**config.mk**
```make
export PLATFORM = sky130hd
export DESIGN_NAME = delay_line_controller
export DESIGN_NICKNAME = d
export VERILOG_FILES = /design/src/rtl/delay_line_controller.sv
export SDC_FILE = /design/constraint.sdc
export NUM_CORES = 1
export LEC_CHECK = 0
export CAP_MARGIN = 20
export CORE_AREA = 3 3 121 211
export CTS_CLUSTER_SIZE = 10
export DETAILED_ROUTE_END_ITERATION = 16
export DIE_AREA = 0 0 124 214
export GPL_TIMING_DRIVEN = 1
export PLACE_DENSITY = 0.5
export SLEW_MARGIN = 25
export SYNTH_ARGS = -nofsm -noshare
export SYNTH_HDL_FRONTEND = slang
export SYNTH_SLANG_ARGS = --single-unit
```
**constraint.sdc**
```tcl
create_clock -name clk -period 7.2 [get_ports clk]
set_input_delay 1.8 -clock clk [delete_from_list [all_inputs] [get_ports clk]]
set_output_delay 1.8 -clock clk [all_outputs]
set_load 0.1 [all_outputs]
```
**src/rtl/delay_line_controller.sv**
```systemverilog
// Purpose: sequencer/access port for one serial recirculating delay-line store (optional DLC_READ_AFTER_WRITE_EN: writes return the old word).
// Latency: access WORD_WIDTH .. STORE_LEN*WORD_WIDTH+WORD_WIDTH-1 edges, clear STORE_LEN*WORD_WIDTH, address error 2.
// Backpressure: req is only sampled in IDLE; busy covers the accept edge up to the ack edge, requests meanwhile are ignored.
module delay_line_controller #(
  parameter int STORE_LEN  = 16,
  parameter int WORD_WIDTH = 36,
  parameter int ADDR_WIDTH = 4
) (
  input  logic                  clk,
  input  logic                  rst_n,
  input  logic                  req,
  input  logic                  we,
  input  logic                  clr,
  input  logic [ADDR_WIDTH-1:0] addr,
  input  logic [WORD_WIDTH-1:0] wdata,
  output logic                  ack,
  output logic                  err,
  output logic                  busy,
  output logic [WORD_WIDTH-1:0] rdata,
  input  logic                  dl_data_out,
  output logic                  dl_data_in,
  output logic                  dl_data_in_gate,
  output logic                  dl_data_clr
);

  localparam int BW    = (WORD_WIDTH > 1) ? $clog2(WORD_WIDTH) : 1;
  localparam int TOTAL = STORE_LEN * WORD_WIDTH;
  localparam int CW    = (TOTAL > 1) ? $clog2(TOTAL) : 1;

  localparam logic [BW-1:0]         LAST_BIT  = BW'(WORD_WIDTH - 1);
  localparam logic [ADDR_WIDTH-1:0] LAST_WORD = ADDR_WIDTH'(STORE_LEN - 1);
  localparam logic [ADDR_WIDTH:0]   LEN_EXT   = (ADDR_WIDTH + 1)'(STORE_LEN);
  localparam logic [CW-1:0]         CLR_LAST  = CW'(TOTAL - 1);
  localparam logic [CW-1:0]         ERR_LAST  = CW'(1);

  typedef enum logic [2:0] {IDLE, SEEK, XFER, CLEAR, ERR} state_t;

  state_t                  state, state_nxt;
  logic [BW-1:0]           head_bit, nxt_bit;
  logic [ADDR_WIDTH-1:0]   head_word, nxt_word;
  logic                    bit_wrap;
  logic [ADDR_WIDTH-1:0]   addr_reg;
  logic                    we_reg;
  logic [WORD_WIDTH-1:0]   wdata_reg;
  logic [CW-1:0]           cnt;
  logic [WORD_WIDTH-1:0]   rdata_shift, captured;
  logic                    accept, done, cap_en;

  // Position that will be at the line head after the coming edge.
  assign bit_wrap = (head_bit == LAST_BIT);
  assign nxt_bit  = bit_wrap ? '0 : head_bit + 1'b1;
  assign nxt_word = bit_wrap ? ((head_word == LAST_WORD) ? '0 : head_word + 1'b1) : head_word;

`ifdef DLC_READ_AFTER_WRITE_EN
  // Every transfer samples the head, so a write also returns the word it overwrites.
  assign cap_en = 1'b1;
`else
  // Only reads sample the head; writes leave rdata alone.
  assign cap_en = ~we_reg;
`endif

  // Line-side signals follow state and head position with no register stage.
  assign dl_data_in_gate = (state == XFER) && we_reg;
  assign dl_data_in      = wdata_reg[head_bit];
  assign dl_data_clr     = (state != CLEAR);
  assign busy            = (state != IDLE);

  // Head tracker: free-running position of the line, zeroed at reset release.
  always_ff @(posedge clk or negedge rst_n) begin
    if (!rst_n) begin
      head_bit  <= '0;
      head_word <= '0;
    end else begin
      head_bit  <= nxt_bit;
      head_word <= nxt_word;
    end
  end

  // State register.
  always_ff @(posedge clk or negedge rst_n) begin
    if (!rst_n) state <= IDLE;
    else        state <= state_nxt;
  end

  // Next state: wait for the addressed word to reach the head, then stream it.
  always_comb begin
    state_nxt = state;
    accept    = 1'b0;
    done      = 1'b0;
    case (state)
      IDLE: begin
        if (req) begin
          accept = 1'b1;
          if (clr)                                      state_nxt = CLEAR;
          else if ({1'b0, addr} >= LEN_EXT)             state_nxt = ERR;
          else if (nxt_bit == '0 && nxt_word == addr)   state_nxt = XFER;
          else                                          state_nxt = SEEK;
        end
      end
      SEEK: begin
        if (nxt_bit == '0 && nxt_word == addr_reg) state_nxt = XFER;
      end
      XFER: begin
        if (bit_wrap) begin
          done      = 1'b1;
          state_nxt = IDLE;
        end
      end
      CLEAR: begin
        if (cnt == CLR_LAST) begin
          done      = 1'b1;
          state_nxt = IDLE;
        end
      end
      ERR: begin
        if (cnt == ERR_LAST) begin
          done      = 1'b1;
          state_nxt = IDLE;
        end
      end
      default: state_nxt = IDLE;
    endcase
  end

  // Word assembled so far, including the bit sitting at the head right now.
  always_comb begin
    captured           = rdata_shift;
    captured[head_bit] = dl_data_out;
  end

  // Request latch, cycle counter, serial capture and completion flags.
  always_ff @(posedge clk or negedge rst_n) begin
    if (!rst_n) begin
      addr_reg    <= '0;
      we_reg      <= 1'b0;
      wdata_reg   <= '0;
      cnt         <= '0;
      rdata_shift <= '0;
      rdata       <= '0;
      ack         <= 1'b0;
      err         <= 1'b0;
    end else begin
      ack <= done;
      err <= done && (state == ERR);
      if (accept) begin
        addr_reg  <= addr;
        we_reg    <= we;
        wdata_reg <= wdata;
        cnt       <= '0;
      end else if (state == CLEAR || state == ERR) begin
        cnt <= cnt + 1'b1;
      end
      if (state == XFER && cap_en) begin
        rdata_shift[head_bit] <= dl_data_out;
        if (done) rdata <= captured;
      end
    end
  end

endmodule

```
# Word level (Yosys, flattened, before mapping)
# Cells that the tools add are included.
# W data, S select, Z words.
# word_totals
ff_bits	138
out_inout_bits	42
# classes
addsub	3
order_cmp	2
eq_ne	16
mux	24
bitwise	1
n_reduce_logical	13
# ops
op	n
$bwmux W36	1
$mux W10	2
$mux W3	5
$pmux W3 S5	1
$add A10 B1 Y10 const B	1
$eq A10 B1 Y1 const B	1
$eq A10 B10 Y1 const B	1
$ne A2 B2 Y1 const B	5
$eq A4 B4 Y1	2
$mux W4	2
$lt A6 B7 Y1 const B	1
$mux W1	7
$add A6 B1 Y6 const B	1
$bmux W1 S6	1
$demux W1 S6	1
$eq A3 B2 Y1 const B	2
$eq A6 B6 Y1 const B	1
$ge A6 B1 Y1 const B	1
$logic_and A1 B1 Y1	6
$logic_not A6 Y1	1
$mux W6	1
$reduce_and A5 Y1	1
$add A4 B1 Y4 const B	1
$eq A4 B4 Y1 const B	1
other kinds (11)	12

# Depth between registers and ports, before layout
# depth
ltp_word	9
ltp_mapped	9
ltp_nobuf	7

# Worst setup path after synthesis
# No wires, ideal clock.
# synth_timing
path_type	register -> output
start	reg head_bit[0]
end	out dl_data_in
t_arrival_ns	2.793
setup_slack_ns	2.607
path_stages_with_launch	7
path_cell_list	dfrtp_1 buf_1 nor2b_1 a22oi_1 a31oi_1 a21oi_1 o211ai_1
# synth_between
elab_chain_cells	2
# synth_lines
element	line	rtl
start, declared	39	logic [BW-1:0] head_bit, nxt_bit;
start signal, assigned	74	head_bit <= nxt_bit;
$bmux W1 S6	64	assign dl_data_in = wdata_reg[head_bit];
$mux W1 (not written as such)	64	
end, declared	21	output logic dl_data_in,
# No other way between the ends. The select of a mux whose other input is x is not followed.

# Worst setup path in the final report
# Ends and elaborated chain as after synthesis.

==> metrics.txt <==
Post-Place Worst Slack=2050 ps; Worst EP required=5400 ps; RSZ-0062 raised after global routing=false; Peak VDD IR=0.148 mV; sequential share of the synthesized area=0.510; router iterations before antenna repair=5; Crit path arrival time=3760 ps; Initial Util=0.278; Netlist cell types=50; Primary FF master, synth=dfrtp_1; std cell rows=75; largest net degree at the start of global routing=86; top cell type's share of synthesized area=0.510; total negative slack=0 ps; Final Cell Area=0.00840 mm²; GRT met2 Usage=0.237; largest area contributor in the netlist=dfrtp_1; Max Cap Viol=0; DRT iter0 DRCs=240; Final Max Tran Viols=0; Cell Count, Final, Fillers Out=1109; count of nets after finishing=837; vias per cell=4.54; Power, Total=2.73 mW; leak pwr=3.80 nW; vias in the first global route=5105; worst path bufs/invs=1; Mapped Area=0.00668 mm²; crit start category=register; syn_area_per_cell=9.24 µm²; HPWL Detailed=12.1 mm; Die Height=214 µm; Wirelength per Cell=15.4 µm; CP max FO=24; async set or reset register ratio after synthesis=1.00; post-route ant nets=0; initial antenna violation count=0; final wirelength=17.0 mm; clock insertion delay at the later pin of the skew report=420 ps; Cell Chain, Critical Path=nor2b_1 -> nand2_1 -> o21ai_0 -> a221o_1 -> a221oi_1 -> o211ai_1 -> clkdlybuf4s50_1; final period utilization=0.772; Cell Pwr Density=325 mW/mm²; Worst path max stage delay=1010 ps; FF+latch count, synth=136; Resized Gates After CTS=0; Post-Syn Instances=723; Syn. warnings=0; DIE AREA=0.0265 mm²; Die W=124 µm; status=completed; routed vias=5031; port bufs=86; Setup Buffers After CTS=0; Max Fclk=0.180 GHz; clock sinks=136; gp weighted congestion=0.792; Crit-path slowest cell=clkdlybuf4s50_1; Worst Setup Path Type=register to primary output; Hold Crit Class=register to register; Synth-to-Final Area Change=25.7%; post-route setup slack=1640 ps; Worst-Margin Slew=1030 ps; Final min period=5560 ps; DP Area=0.00778 mm²; H-tree depth=4; final hold vios=0; Total GRT Usage=0.135; Synth area leaders=dfrtp_1 (51%), nand2_1 (14%), mux2i_1 (6.6%), mux2_2 (6.2%), o21ai_0 (4.0%); placed cells=1077; Worst-path clk slew=70 ps; Root Buffer=clkbuf_16; post-synth net total=772; EDFF count, synth=0; met1 Use GR=0.164; area of the core=0.0240 mm²; cts hold-fix bufs=0; first-pass GRT wire length=27.7 mm; Max transition margin=0.311; clk buf depth=2; Remaining DRCs=0; Top delay family on crit path=compound AO/OA/AOI/OAI gates; n_diodes=0; met3 usage=0.0195; GRT busiest layer=met2; TritonCTS clock tree=done; crit end category=primary output; global route total overflow=0; worst clock skew=11.8 ps; layout cell share with drive strength beyond 1=0.110; final setup fails=0; IO Pins=88; TritonCTS Buffers=17
## kinds of logic after synthesis
kind of cell               count (synthesis)  synth area share
xor gates and xnor gates                  14            0.0184
other                                      1          0.000561
and+or+nand+nor                          341             0.216
adders and majority gates                  3           0.00562
buffers and inverters                     52            0.0324
muxes                                     82             0.132
AOI/OAI and AO/OA                         94            0.0862
DFF                                      136             0.510
## tightest hold or removal path, delay by kind of cell, from the launching register on
family / cells / cell delay, ps
simple gates: 2 / 110
flops: 1 / 340
## area by class of cell
cell class / count / area, µm²
Fill cell: 2579 / 15600
Sequential cell: 136 / 3400
Multi-Input combinational cell: 535 / 3070
Timing Repair Buffer: 93 / 910
Clock buffer: 17 / 425
Tap cell: 308 / 385
Clock inverter: 15 / 181
Inverter: 5 / 18.8
## Yosys cell counts, drive strengths merged, types with 6 or more instances
| library cell | number |
|---|---|
| nand2 | 242 |
| dfrtp | 136 |
| o21ai | 53 |
| mux2i | 44 |
| mux2 | 37 |
| nor2 | 36 |
| clkbuf | 33 |
| nand3 | 24 |
| buf | 14 |
| a31oi | 9 |
| xnor2 | 9 |
| a21oi | 7 |
| and3 | 7 |
| nor3 | 6 |
## per-stage QoR
stage / util / hold slack (ps)
2_1_floorplan: - / 438
3_3_place_gp: 0.324 / 459
3_5_place_dp: 0.324 / 465
4_1_cts: 0.349 / 480
5_1_grt: 0.349 / 499
6_report: 0.349 / 474
## cells in the final DEF, fill, tap and decap left out, drive strengths merged, types with 2 or more instances in the layout
master,instances
o21ai,53
ha,3
clkdlybuf4s50,84
xnor2,9
and3,7
nor2,36
nor2b,4
mux2i,44
nor4b,2
mux2,37
nand2,242
a22oi,4
clkbuf,17
xor2,5
a32oi,2
nand3,24
a2111oi,3
buf,9
nor3b,5
inv,14
dfrtp,136
a211o,2
a31oi,9
nand2b,4
nor3,6
a221oi,2
o211ai,3
or3,2
clkinvlp,4
a21oi,7
and2,5
bufinv,2
## worst paths after layout
path	from	endpoint	slack, ps	cells past startpoint
setup / recovery	head_bit[0]	dl_data_in	1640	7
hold / removal	wdata_reg[7]	wdata_reg[7]	470	2
setup reg to reg	head_bit[0]	state[0]	3940	6
hold reg to reg	wdata_reg[7]	wdata_reg[7]	470	2
max in group asynchronous	rst_n	head_bit[5]	4490	2
min in group asynchronous	rst_n	state[1]	1420	1
## metal layers
layer	vias up	part of all wire	wire [µm]
li1	2556	-	-
met1	2391	0.42	7100
met2	66	0.55	9310
met3	18	0.020	344
met4	0	0.016	269
met5	-	0	0
## power by group
| group | switching, mW | total, mW | internal, mW |
|---|---|---|---|
| sequential | 0.129 | 1.08 | 0.955 |
| clock | 0.380 | 0.906 | 0.526 |
| combinational | 0.487 | 0.739 | 0.251 |
| total | 0.997 | 2.73 | 1.73 |
(Power assumes the default switching activity.)
